[config.mk]
export PLATFORM = sky130hd
export DESIGN_NAME = sipo_frame_ctrl
export DESIGN_NICKNAME = d
export VERILOG_FILES = /design/src/rtl/sipo_frame_ctrl_pkg.sv /design/src/rtl/sipo_shreg.sv /design/src/rtl/sipo_frame_ctrl.sv
export SDC_FILE = /design/constraint.sdc
export NUM_CORES = 1
export LEC_CHECK = 0
export ABC_CLOCK_PERIOD_IN_PS = 4200
export BUFFER_PORTS_ARGS = -buffer_cell sky130_fd_sc_hd__buf_4
export CAP_MARGIN = 10
export CELL_PAD_IN_SITES_DETAIL_PLACEMENT = 0
export CELL_PAD_IN_SITES_GLOBAL_PLACEMENT = 2
export CORE_MARGIN = 8
export CORE_UTILIZATION = 39
export DETAILED_ROUTE_END_ITERATION = 10
export PLACE_DENSITY = 0.83
export SLEW_MARGIN = 20
export SYNTH_ARGS = -nofsm -noshare
export SYNTH_HDL_FRONTEND = slang
export SYNTH_HIERARCHICAL = 1
export SYNTH_SLANG_ARGS = --single-unit
[constraint.sdc]
create_clock -name clk -period 4.2 [get_ports clk]
set_clock_uncertainty 0.05 [all_clocks]
set_input_delay 0.84 -clock clk [delete_from_list [all_inputs] [get_ports clk]]
set_output_delay 0.84 -clock clk [all_outputs]
set_load 0.01 [all_outputs]
[src/rtl/sipo_frame_ctrl_pkg.sv]
// Shared definitions for the SIPO frame controller: FSM encoding, default
// widths and the bit-counter width helper.
package sipo_frame_ctrl_pkg;

  typedef enum logic [1:0] {
    IDLE   = 2'd0,
    SHIFT  = 2'd1,
    PARITY = 2'd2,
    STOP   = 2'd3
  } state_t;

  localparam int DEF_DATA_W  = 4;
  localparam int DEF_PAR_EN  = 1;
  localparam int DEF_PAR_ODD = 0;

  function automatic int cnt_width(input int w);
    return (w < 2) ? 1 : $clog2(w);
  endfunction

endpackage

[src/rtl/sipo_shreg.sv]
// Serial-in/parallel-out shift register; shifts left with si entering the LSB,
// so the first bit shifted in ends up in the MSB.
module sipo_shreg #(
  parameter int DATA_W = 4
) (
  input  logic              clk,
  input  logic              rst,
  input  logic              shift_en,
  input  logic              si,
  output logic [DATA_W-1:0] q
);

  always_ff @(posedge clk or negedge rst) begin
    if (!rst) begin
      q <= '0;
    end else if (shift_en) begin
      q <= {q[DATA_W-2:0], si};
    end
  end

endmodule

[src/rtl/sipo_frame_ctrl.sv]
// Receive-side frame controller: start detect, DATA_W data bits, optional
// parity, stop check, then a single-entry valid/ready output buffer.
module sipo_frame_ctrl
  import sipo_frame_ctrl_pkg::*;
#(
  parameter int DATA_W  = DEF_DATA_W,
  parameter int PAR_EN  = DEF_PAR_EN,
  parameter int PAR_ODD = DEF_PAR_ODD
) (
  input  logic              clk,
  input  logic              rst,
  input  logic              si,
  output logic [DATA_W-1:0] out_data,
  output logic              out_valid,
  input  logic              out_ready,
  output logic              par_err,
  output logic              frm_err,
  output logic              ovr_err,
  output logic              busy
);

  localparam int CNT_W = cnt_width(DATA_W);
  localparam logic [CNT_W-1:0] LAST_BIT = CNT_W'(DATA_W - 1);
  localparam logic ODD = (PAR_ODD != 0);

  state_t            state;
  logic [CNT_W-1:0]  cnt;
  logic              par_pend;
  logic              shift_en;
  logic [DATA_W-1:0] q;
  logic              par_exp;
  logic              buf_free;

  assign shift_en = (state == SHIFT);
  assign par_exp  = (^q) ^ ODD;
  // The buffer may be reloaded on the same edge the consumer takes the old word.
  assign buf_free = !out_valid || out_ready;

  sipo_shreg #(.DATA_W(DATA_W)) u_shreg (
    .clk      (clk),
    .rst      (rst),
    .shift_en (shift_en),
    .si       (si),
    .q        (q)
  );

  always_ff @(posedge clk or negedge rst) begin
    if (!rst) begin
      state     <= IDLE;
      cnt       <= '0;
      par_pend  <= 1'b0;
      out_data  <= '0;
      out_valid <= 1'b0;
      par_err   <= 1'b0;
      frm_err   <= 1'b0;
      ovr_err   <= 1'b0;
      busy      <= 1'b0;
    end else begin
      ovr_err <= 1'b0;
      if (out_valid && out_ready) begin
        out_valid <= 1'b0;
        par_err   <= 1'b0;
        frm_err   <= 1'b0;
      end
      case (state)
        IDLE: begin
          if (!si) begin
            state <= SHIFT;
            cnt   <= '0;
            busy  <= 1'b1;
          end
        end
        SHIFT: begin
          cnt <= cnt + 1'b1;
          if (cnt == LAST_BIT) begin
            state <= (PAR_EN != 0) ? PARITY : STOP;
          end
        end
        PARITY: begin
          par_pend <= (si != par_exp);
          state    <= STOP;
        end
        STOP: begin
          state    <= IDLE;
          busy     <= 1'b0;
          par_pend <= 1'b0;
          if (buf_free) begin
            out_data  <= q;
            out_valid <= 1'b1;
            par_err   <= par_pend;
            frm_err   <= !si;
          end else begin
            ovr_err <= 1'b1;
          end
        end
        default: state <= IDLE;
      endcase
    end
  end

endmodule
==> metrics <==
Worst Max-Slew Pin Slew=0.361 ns; Buf/Inv on CP=1; RSZ-0062 raised after global routing=false; Final nets=91; Detailed Route Iter0 Violations=8; global-route wire length before repair=2620 µm; TritonCTS clock tree=yes; Filler Cell Count=192; Period minus WS final=1.76 ns; total number of vias=539; Yosys reg bits=18; status=finished clean; Synth Area per Inst=12.7 µm²; DR pass1 iterations=4; core footprint=2000 µm²; die height=62.3 µm; grt total ovfl=0; Post-Synthesis Cell Area=836 µm²; Die Area=3880 µm²; part of the power in registers=41.0%; Cell Rows=16; CP Depth=1; top cells by area, synth=dfrtp_1 54%, ha_1 7.5%, mux2_1 6.7%, mux2_2 5.4%, xnor3_1 2.7%; Setup Buffers After CTS=0; Final setup violation count=0; total CTS buffers=3; number of antenna violations at the first check in global routing=0; arrival time worst endpoint=0.87 ns; post-CTS resize count=0; FMAX=568 MHz; Primary FF master, synth=dfrtp_1; fraction of layout cells with a size suffix above 1=24.7%; final period utilization=41.9%; largest net degree at the start of global routing=19; DR DRC count=0; P_int=0.511 mW; clock latency on the worst-skew pair=0.29 ns; peak per-stage delay on the critical path=0.42 ns; Power Dens Cells=807 nW/µm²; peak supply drop=382 µV; wire per inst=13.9 µm; DP Wirelength=1060 µm; Post-DRT Antenna Nets=0; DRT Wirelength=1500 µm; post-synthesis net count=75; Slew HR=75.9%; Comb pwr share=45.7%; final hold vios=0; Starting Density=41.8%; Global Route Usage Sum=8.46%; TritonCTS Sinks=18; Setup CP Type=flop to primary output; share of the synthesized area in the top cell type=53.9%; Sw Ratio=35.9%; crit-path cells=buf_4; P_sw=0.286 mW; # diodes=0; CP Capture Type=primary output; Worst path slowest cell=dfrtp_1; synth warn=6; number of enable flip-flop cells after synthesis=0; synth unique cells=23; Lkg Pwr=0.468 nW; I/O pins=13; largest area contributor in the netlist=dfrtp_1; vias in the first global route=529; FFs w/ async S/R, synth=100%; Chip Width=62.3 µm; HP Class=input pin to asynchronous set/reset pin; clk slew on worst S/H paths=0.10 ns; CTS H-tree lvls=1; sequential-to-total area share from yosys stat=53.9%; CTS Hold Bufs=0; DR vias/cell=4.99; CP max FO=3; Synth Instances=66; Fin Hold WS=0.344 ns; Clock Root Buffer=clkbuf_4; commonest non-fill, non-tap cell in the layout=dfrtp_1; Clock power frac=13.3%; Max Slew Vio Count=0; area grow syn2layout=18.3%; Max Buffers Root-to-Sink=2; FF-to-FF path depth=5; critical path startpoint category=flop; number of max-cap violations=0; port buffer count=12; routability congestion estimate=0.696; Worst Path Required=3.31 ns; Setup TNS=0 ns; most frequent cells in the layout=18 x dfrtp_1, 12 x buf_4, 5 x mux2_1, 5 x ha_1; crit-path leading delay family=flip-flops
[cell families (layout without fill, tap and decap cells)]
| logic type | after synthesis | count (layout) | synth area share [%] |
|---|---|---|---|
| AND/OR/NAND/NOR | 14 | 14 | 8.53 |
| adder cells (fa/ha/maj) | 5 | 5 | 7.49 |
| flip-flops | 18 | 18 | 53.9 |
| AO/OA/AOI/OAI | 10 | 10 | 8.08 |
| buffers and inverters | 5 | 20 | 2.69 |
| XOR/XNOR | 3 | 3 | 4.79 |
| multiplexers | 11 | 11 | 14.5 |
[sequential cells by signal (all words and copies together), names as in the netlist]
name,cells
out_data,4
u_shreg/q,4
cnt,2
state,2
busy,1
frm_err,1
out_valid,1
ovr_err,1
par_err,1
par_pend,1
[worst paths after layout]
check,startpoint,slack [ns],end
max in group asynchronous,rst,3.56,cnt[0]
worst min-delay path,rst,0.34,out_valid
worst max-delay path,out_valid,2.44,out_valid
worst max register to register,state[1],2.53,state[1]
min in group clk,par_err,0.45,par_err
worst min register to register,par_err,0.45,par_err
[synth_stat cells, drive strengths merged (2+ instances only)]
library cell	instances
nand2b	2
mux2i	2
mux2	9
ha	5
nand3	3
dfrtp	18
a21oi	3
nor2	3
inv	4
o21ai	3
nand2	3
[metrics by stage]
stage | setup WS [ns] | area [µm²] | utilization (%) | cells | power (mW)
final | 2.44 | 988 | 49.4 | 108 | 0.798
after floorplan | 2.37 | 836 | - | 66 | 0.576
after detailed placement | 2.31 | 952 | 47.6 | 104 | 0.698
after CTS | 2.43 | 988 | 49.4 | 108 | 0.810
after global routing | 2.40 | 988 | 49.4 | 108 | 0.870
after global placement | 2.31 | 952 | 47.6 | 104 | 0.692
[power by group through the flow]
| stage | logic (mW) | registers, mW | clock network (mW) |
|---|---|---|---|
| after floorplan | 0.243 | 0.333 | 0 |
| after global placement | 0.364 | 0.328 | 0 |
| after detailed placement | 0.367 | 0.331 | 0 |
| after CTS | 0.372 | 0.328 | 0.111 |
| after global routing | 0.413 | 0.338 | 0.119 |
| final | 0.364 | 0.327 | 0.106 |
[cell type report]
| class | count | area [µm²] | share of cell area (%) |
|---|---|---|---|
| flip-flops and latches | 18 | 450 | 45.6 |
| well taps | 27 | 33.8 | 3.42 |
| repair buffers | 12 | 90.1 | 9.11 |
| clock buffers | 4 | 36.3 | 3.67 |
| inverters | 4 | 15.0 | 1.52 |
| multi-input cells | 43 | 363 | 36.7 |
[routing by layer]
metal / track usage (%) / routed length, µm
met3: 3.23 / 69
met2: 10.7 / 590
met5: 0 / 0
met1: 11.6 / 798
met4: 5.13 / 38
No activity file was read; power rests on OpenSTA's default activity.
